==> config.mk <==
export PLATFORM = sky130hd
export DESIGN_NAME = mmio_uart
export DESIGN_NICKNAME = d
export VERILOG_FILES = /design/src/rtl/mmio_uart_pkg.sv /design/src/rtl/mmio_uart_rx_core.sv /design/src/rtl/mmio_uart.sv
export SDC_FILE = /design/constraint.sdc
export NUM_CORES = 1
export LEC_CHECK = 0
export CAP_MARGIN = 10
export CORE_MARGIN = 3
export CORE_UTILIZATION = 55
export DETAILED_ROUTE_END_ITERATION = 7
export PLACE_DENSITY = 0.95
export SYNTH_ARGS = -nofsm -noshare
export SYNTH_HDL_FRONTEND = slang
export SYNTH_SLANG_ARGS = --single-unit
==> constraint.sdc <==
create_clock -name clock -period 3.84 [get_ports clock]
set_input_delay 0.768 -clock clock [delete_from_list [all_inputs] [get_ports clock]]
set_output_delay 0.768 -clock clock [all_outputs]
set_load 0.02 [all_outputs]
==> src/rtl/mmio_uart_pkg.sv <==
// Shared types and bit positions for the memory-mapped 8N1 UART.
package mmio_uart_pkg;

  typedef enum logic [1:0] {TX_IDLE, TX_START, TX_DATA, TX_STOP} UARTTxState_t;
  typedef enum logic [1:0] {RX_IDLE, RX_START, RX_DATA, RX_STOP} UARTRxState_t;

  // controlWord fields (core -> UART)
  localparam int unsigned UART_TX_TOGGLE_BIT     = 8;
  localparam int unsigned UART_RX_ACK_BIT        = 9;

  // statusWord fields (UART -> core)
  localparam int unsigned UART_RX_TOGGLE_BIT     = 8;
  localparam int unsigned UART_TX_ACK_BIT        = 9;
  localparam int unsigned UART_BUSY_BIT          = 10;
  localparam int unsigned UART_RX_PENDING_BIT    = 11;
  localparam int unsigned UART_FRAMING_ERROR_BIT = 12;
  localparam int unsigned UART_OVERRUN_BIT       = 13;

  // Assemble the status word; unused upper bits read as zero.
  function automatic logic [31:0] packStatus(
    input logic [7:0] rxData,
    input logic       rxToggle,
    input logic       txAckToggle,
    input logic       txBusy,
    input logic       rxPending,
    input logic       framingError,
    input logic       overrun
  );
    logic [31:0] word;
    word = '0;
    word[7:0]                    = rxData;
    word[UART_RX_TOGGLE_BIT]     = rxToggle;
    word[UART_TX_ACK_BIT]        = txAckToggle;
    word[UART_BUSY_BIT]          = txBusy;
    word[UART_RX_PENDING_BIT]    = rxPending;
    word[UART_FRAMING_ERROR_BIT] = framingError;
    word[UART_OVERRUN_BIT]       = overrun;
    return word;
  endfunction

endpackage

==> src/rtl/mmio_uart_rx_core.sv <==
// Receive half of the UART: pin synchroniser, 8N1 framing FSM and shift register.
// Emits single-cycle byteValid / framingError pulses at mid-stop-bit.
module mmio_uart_rx_core
  import mmio_uart_pkg::*;
#(
  parameter int unsigned CLOCKS_PER_BIT = 434
)
(
  input  logic       clock,
  input  logic       reset,
  input  logic       rxPin,
  output logic       byteValid,
  output logic [7:0] byteData,
  output logic       framingError
);

  localparam int unsigned     CNT_W     = $clog2(CLOCKS_PER_BIT);
  localparam logic [CNT_W-1:0] FULL_LAST = CNT_W'(CLOCKS_PER_BIT - 1);
  localparam logic [CNT_W-1:0] HALF_LAST = CNT_W'(CLOCKS_PER_BIT / 2 - 1);

  logic             rxSync1, rxSync2;
  UARTRxState_t     state, stateNext;
  logic [CNT_W-1:0] cnt, cntNext;
  logic [2:0]       bitIdx, bitIdxNext;
  logic [7:0]       shift, shiftNext;

  assign byteData = shift;

  // Two-flop synchroniser, idles high like the line.
  always_ff @(posedge clock or posedge reset) begin
    if (reset) begin
      rxSync1 <= 1'b1;
      rxSync2 <= 1'b1;
    end else begin
      rxSync1 <= rxPin;
      rxSync2 <= rxSync1;
    end
  end

  // RX FSM state, bit timer, bit index and shift register.
  always_ff @(posedge clock or posedge reset) begin
    if (reset) begin
      state  <= RX_IDLE;
      cnt    <= '0;
      bitIdx <= '0;
      shift  <= '0;
    end else begin
      state  <= stateNext;
      cnt    <= cntNext;
      bitIdx <= bitIdxNext;
      shift  <= shiftNext;
    end
  end

  // Next-state: half-bit to confirm start, then sample each bit at its centre.
  always_comb begin
    stateNext    = state;
    cntNext      = cnt + 1'b1;
    bitIdxNext   = bitIdx;
    shiftNext    = shift;
    byteValid    = 1'b0;
    framingError = 1'b0;
    case (state)
      RX_IDLE: begin
        cntNext = '0;
        if (!rxSync2) stateNext = RX_START;
      end
      RX_START: begin
        if (cnt == HALF_LAST) begin
          cntNext    = '0;
          bitIdxNext = '0;
          stateNext  = rxSync2 ? RX_IDLE : RX_DATA;
        end
      end
      RX_DATA: begin
        if (cnt == FULL_LAST) begin
          cntNext    = '0;
          shiftNext  = {rxSync2, shift[7:1]};
          bitIdxNext = bitIdx + 1'b1;
          if (bitIdx == 3'd7) stateNext = RX_STOP;
        end
      end
      RX_STOP: begin
        if (cnt == FULL_LAST) begin
          cntNext   = '0;
          stateNext = RX_IDLE;
          if (rxSync2) byteValid    = 1'b1;
          else         framingError = 1'b1;
        end
      end
      default: stateNext = RX_IDLE;
    endcase
  end

endmodule

==> src/rtl/mmio_uart.sv <==
// 8N1 UART on the core's MMIO words. All handshakes are toggle based because
// MMIO writes carry no strobe.
module mmio_uart
  import mmio_uart_pkg::*;
#(
  parameter int unsigned CLOCKS_PER_BIT = 434
)
(
  input  logic        clock,
  input  logic        reset,
  input  logic [31:0] controlWord,
  output logic [31:0] statusWord,
  input  logic        uartRx,
  output logic        uartTx
);

  localparam int unsigned     CNT_W    = $clog2(CLOCKS_PER_BIT);
  localparam logic [CNT_W-1:0] BIT_LAST = CNT_W'(CLOCKS_PER_BIT - 1);

  UARTTxState_t     txState, txStateNext;
  logic [CNT_W-1:0] txCnt, txCntNext;
  logic [2:0]       txBit, txBitNext;
  logic [7:0]       txShift, txShiftNext;
  logic             txAck, txAckNext;
  logic             txBusy, txBusyNext;
  logic             txPinNext, txAccept, txSendReq, txBitEnd;

  logic       rxByteValid, rxFrameErr;
  logic [7:0] rxByte;
  logic [7:0] rxData;
  logic       rxToggle, rxPending, rxAckPrev, rxAckChange;
  logic       framingError, overrun;
  logic       unusedCtrl;

  assign unusedCtrl = ^controlWord[31:10];

  assign txSendReq   = controlWord[UART_TX_TOGGLE_BIT] != txAck;
  assign txBitEnd    = txCnt == BIT_LAST;
  assign rxPending   = rxToggle ^ controlWord[UART_RX_ACK_BIT];
  assign rxAckChange = controlWord[UART_RX_ACK_BIT] != rxAckPrev;

  // TX FSM registers; the pin is registered from the next state so it is glitch free.
  always_ff @(posedge clock or posedge reset) begin
    if (reset) begin
      txState <= TX_IDLE;
      txCnt   <= '0;
      txBit   <= '0;
      txShift <= '0;
      txAck   <= 1'b0;
      txBusy  <= 1'b0;
      uartTx  <= 1'b1;
    end else begin
      txState <= txStateNext;
      txCnt   <= txCntNext;
      txBit   <= txBitNext;
      txShift <= txShiftNext;
      txAck   <= txAckNext;
      txBusy  <= txBusyNext;
      uartTx  <= txPinNext;
    end
  end

  // TX next-state. A pending toggle is also accepted on the last stop-bit cycle
  // so chained frames leave no idle gap on the line.
  always_comb begin
    txStateNext = txState;
    txCntNext   = txCnt;
    txBitNext   = txBit;
    txShiftNext = txShift;
    txAckNext   = txAck;
    txBusyNext  = txBusy;
    txAccept    = 1'b0;
    txPinNext   = 1'b1;
    case (txState)
      TX_IDLE: txAccept = txSendReq;
      TX_START: begin
        txCntNext = txCnt + 1'b1;
        if (txBitEnd) begin
          txCntNext   = '0;
          txStateNext = TX_DATA;
        end
      end
      TX_DATA: begin
        txCntNext = txCnt + 1'b1;
        if (txBitEnd) begin
          txCntNext = '0;
          if (txBit == 3'd7) begin
            txStateNext = TX_STOP;
          end else begin
            txBitNext   = txBit + 1'b1;
            txShiftNext = {1'b0, txShift[7:1]};
          end
        end
      end
      TX_STOP: begin
        txCntNext = txCnt + 1'b1;
        if (txBitEnd) begin
          txCntNext   = '0;
          txBusyNext  = 1'b0;
          txStateNext = TX_IDLE;
          txAccept    = txSendReq;
        end
      end
      default: txStateNext = TX_IDLE;
    endcase
    if (txAccept) begin
      txStateNext = TX_START;
      txShiftNext = controlWord[7:0];
      txAckNext   = controlWord[UART_TX_TOGGLE_BIT];
      txBusyNext  = 1'b1;
      txCntNext   = '0;
      txBitNext   = '0;
    end
    case (txStateNext)
      TX_START: txPinNext = 1'b0;
      TX_DATA:  txPinNext = txShiftNext[0];
      default:  txPinNext = 1'b1;
    endcase
  end

  mmio_uart_rx_core #(
    .CLOCKS_PER_BIT(CLOCKS_PER_BIT)
  ) rxCore (
    .clock       (clock),
    .reset       (reset),
    .rxPin       (uartRx),
    .byteValid   (rxByteValid),
    .byteData    (rxByte),
    .framingError(rxFrameErr)
  );

  // RX delivery and error flags; a new error in the same cycle as an ack wins.
  always_ff @(posedge clock or posedge reset) begin
    if (reset) begin
      rxData       <= '0;
      rxToggle     <= 1'b0;
      rxAckPrev    <= 1'b0;
      framingError <= 1'b0;
      overrun      <= 1'b0;
    end else begin
      rxAckPrev <= controlWord[UART_RX_ACK_BIT];
      if (rxByteValid) begin
        rxData   <= rxByte;
        rxToggle <= ~rxToggle;
      end
      if (rxByteValid && rxPending) overrun <= 1'b1;
      else if (rxAckChange)         overrun <= 1'b0;
      if (rxFrameErr)       framingError <= 1'b1;
      else if (rxAckChange) framingError <= 1'b0;
    end
  end

  // Status word assembly.
  always_comb begin
    statusWord = packStatus(rxData, rxToggle, txAck, txBusy, rxPending, framingError, overrun);
  end

endmodule

==> results.py <==
metrics = {
    "hold_path": {
        "min_from": "rxCore.rxSync1",
        "hp-class": "reg2reg",
    },
    "routing": {
        "wl_met1_mm": 2.27,
        "highest_layer": "met4",
        "wl_met3_um": 200,
        "route.detailed.drc": 0,
        "wl_mm": 5.33,
        "route.vias.total": 2074,
        "wl_met2_mm": 2.75,
        "wl_per_cell_um": 13.5,
        "drtPass1Iterations": 4,
        "ant_nets": 0,
        "drt_iter0_markers": 112,
        "avgViaCountPerCell": 5.26,
    },
    "sta": {
        "relSlewSlack_pct": 47.7,
        "hold_viol": 0,
        "maxSlewViolCount": 0,
        "setup_viol": 0,
        "worst_pin_slew_ns": 0.782,
        "fin_crit_sh_pct": 76.4,
        "skew_ns": 0.00888,
        "tns_ns": 0,
        "rsz0062_at_grt": "false",
        "clock.fmax_mhz": 341,
        "finalWorstSetupSlack_ns": 0.906,
        "fin_crit_ns": 2.93,
    },
    "synthesis": {
        "syn_avg_cell_area_um2": 11.1,
        "synth_top_area_share_pct": 45.0,
        "ys_seq_elements": 61,
        "synth_area_mm2": 0.00323,
        "async_flop_share_pct": 100,
        "yosys.area.top_type": "dfrtp_1",
        "synth_seq_area_share_pct": 47.4,
        "synth_warnings": 0,
        "ys_top_cells_by_area": "dfrtp_1, mux2_2, ha_1",
        "synth.distinct_cells": 43,
        "synth_edf_count": 0,
        "synthFlopType": "dfrtp_1",
        "syn_inst": 290,
    },
    "cells_and_area": {
        "antenna_cells": 0,
        "finalInstanceArea_mm2": 0.00371,
        "fin_nets": 371,
        "fill_cells": 408,
        "drive_above_1_share_pct": 19.6,
        "area_growth_pct": 14.8,
    },
    "critical_path": {
        "rr_startpoint": "txCnt[3]",
        "cp_slowest_cell": "clkdlybuf4s50_1",
        "critPathMostFrequentCell": "clkdlybuf4s50_1",
        "worst_setup_path_start_kind": "input port",
        "cp_slowest_stage_delay_ns": 0.64,
        "crit_buf_inv": 2,
        "crit_path_end_kind": "output port",
        "path_class": "in2out",
        "arrival_ns": 2.17,
        "critical_path_required_ns": 3.07,
        "worstPathCellList": "clkdlybuf4s50_1 -> xor2_1 -> clkdlybuf4s50_1",
        "crit_path_max_fanout": 3,
        "crit_start": "controlWord[9]",
        "cpLargestDelayFamily": "buffers and inverters",
    },
    "clock_tree": {
        "postCtsSetupBuffers": 0,
        "cts_hold_buf": 0,
        "cts_buffers": 9,
        "clk_path_buf_depth": 2,
        "tritoncts": "yes",
        "clock_latency_ns": 0.34,
        "clk_pin_slew_ns": 0.06,
        "post_cts_resized": 0,
        "numClockSinks": 61,
        "cts-root-buf": "clkbuf_8",
        "h-tree-depth": 3,
    },
    "placed_design": {
        "place_area_mm2": 0.00346,
        "place_ws_ns": 0.903,
        "dp_hpwl_mm": 3.76,
        "port_buffers": 27,
        "gp_congestion": 0.805,
    },
    "floorplanning": {
        "ioPinCount": 68,
        "die_w_um": 82.6,
        "initial_core_util_pct": 57.6,
        "dieArea_mm2": 0.00682,
        "row_count": 27,
        "core_area_mm2": 0.00561,
        "die_height_um": 82.6,
    },
    "global_route": {
        "grt_pass1_vias": 2087,
        "antenna_found_initial": 0,
        "grt_overflow": 0,
        "track_usage_pct": 17.8,
        "grt_max_degree": 62,
        "grt_first_pass_wirelength_mm": 9.17,
    },
    "power_and_ir_drop": {
        "leakage_nw": 1.73,
        "ir_drop_uv": 374,
        "p_per_area_mw_per_mm2": 515,
    },
    "flow_run": {
        "cap_violations": 0,
    },
    "outcome": {
        "status": "complete, no violations",
    },
}
==> path summary, 6_finish.rpt <==
kind                                        to  slack, ns  cells after the start
worst max-delay path            statusWord[11]       0.91                      3
worst min-delay path            rxCore.rxSync2       0.36                      0
worst max register to register      txShift[6]       1.23                      5
worst min register to register  rxCore.rxSync2       0.36                      0
max in group asynchronous             txCnt[7]       2.40                      3
min in group asynchronous           txShift[7]       0.96                      3
==> layout make-up <==
type | instances | area [um2] | area share, %
inverter | 19 | 71.3 | 1.92
timing repair buffer | 30 | 293 | 7.90
clock inverter | 7 | 124 | 3.34
multi-input combinational | 196 | 1470 | 39.8
sequential | 61 | 1530 | 41.3
clock buffer | 9 | 124 | 3.34
tap | 72 | 90.1 | 2.43
==> state kept, by name (all words and copies together) (netlist names), named ones only <==
register / cells
rxCore.cnt: 9
rxCore.byteData: 8
rxAckPrev: 1
txBit: 3
overrun: 1
txState: 2
framingError: 1
rxCore.bitIdx: 3
rxCore.rxSync1: 1
txCnt: 9
rxToggle: 1
txShift: 8
uartTx: 1
txAck: 1
rxCore.state: 1
rxCore.rxSync2: 1
txBusy: 1
rxData: 8
==> logic make-up after synthesis <==
family                     synth area share [%]
and+or+nand+nor                            12.4
DFF                                        47.4
buffers and inverters                      9.11
muxes                                      13.7
AOI/OAI and AO/OA                          6.05
adders and majority gates                  7.36
xor gates and xnor gates                   3.80
other                                     0.116
==> synthesized netlist by cell type (6+ instances only) <==
library cell,n
inv_1,19
mux2_2,30
ha_1,19
nor2_1,29
a21oi_1,9
buf_4,24
nand2_1,12
nand3_1,7
mux2i_1,6
xnor2_1,11
dfrtp_1,58
==> power breakdown <==
| group | switching (mW) | internal (mW) | total, mW |
|---|---|---|---|
| registers | 0.0563 | 0.729 | 0.785 |
| clock network | 0.260 | 0.434 | 0.694 |
| logic | 0.215 | 0.213 | 0.429 |
| total | 0.532 | 1.38 | 1.91 |
==> stage by stage <==
stage,hold slack [ns],instances,power (mW),util (%)
after floorplan,0.345,307,1.16,-
after global placement,0.348,378,1.20,61.7
after detailed placement,0.347,378,1.23,61.7
after CTS,0.360,394,1.92,66.1
after global routing,0.364,394,2.00,66.1
final,0.358,394,1.91,66.1
==> per-layer routing <==
metal | vias up | GRT usage (%)
met3 | 10 | 3.58
met4 | 0 | 9.64
li1 | 1001 | -
met1 | 1018 | 20.6
met2 | 45 | 30.8
met5 | - | 0
==> placed cells by master (no fill, tap or decap), drive strengths merged, types with 2 or more instances in the layout <==
master and instances:
clkbuf 9, bufinv 3, a21oi 9, nand2b 3, nand4 5, nor2b 3, buf 3, nor4bb 2
xnor2 11, a211oi 2, o41ai 2, nand2 13, mux2 33, dfrtp 58, nor3 5, nor2 30
xor2 3, clkdlybuf4s50 27, inv 19, dfstp 3, nand3 7, or2 2, and3 2, or3 3
clkinv 3, conb 18, a221o 3, o21ai 5, ha 19, mux2i 6
Power figures use the tool's default switching activity.
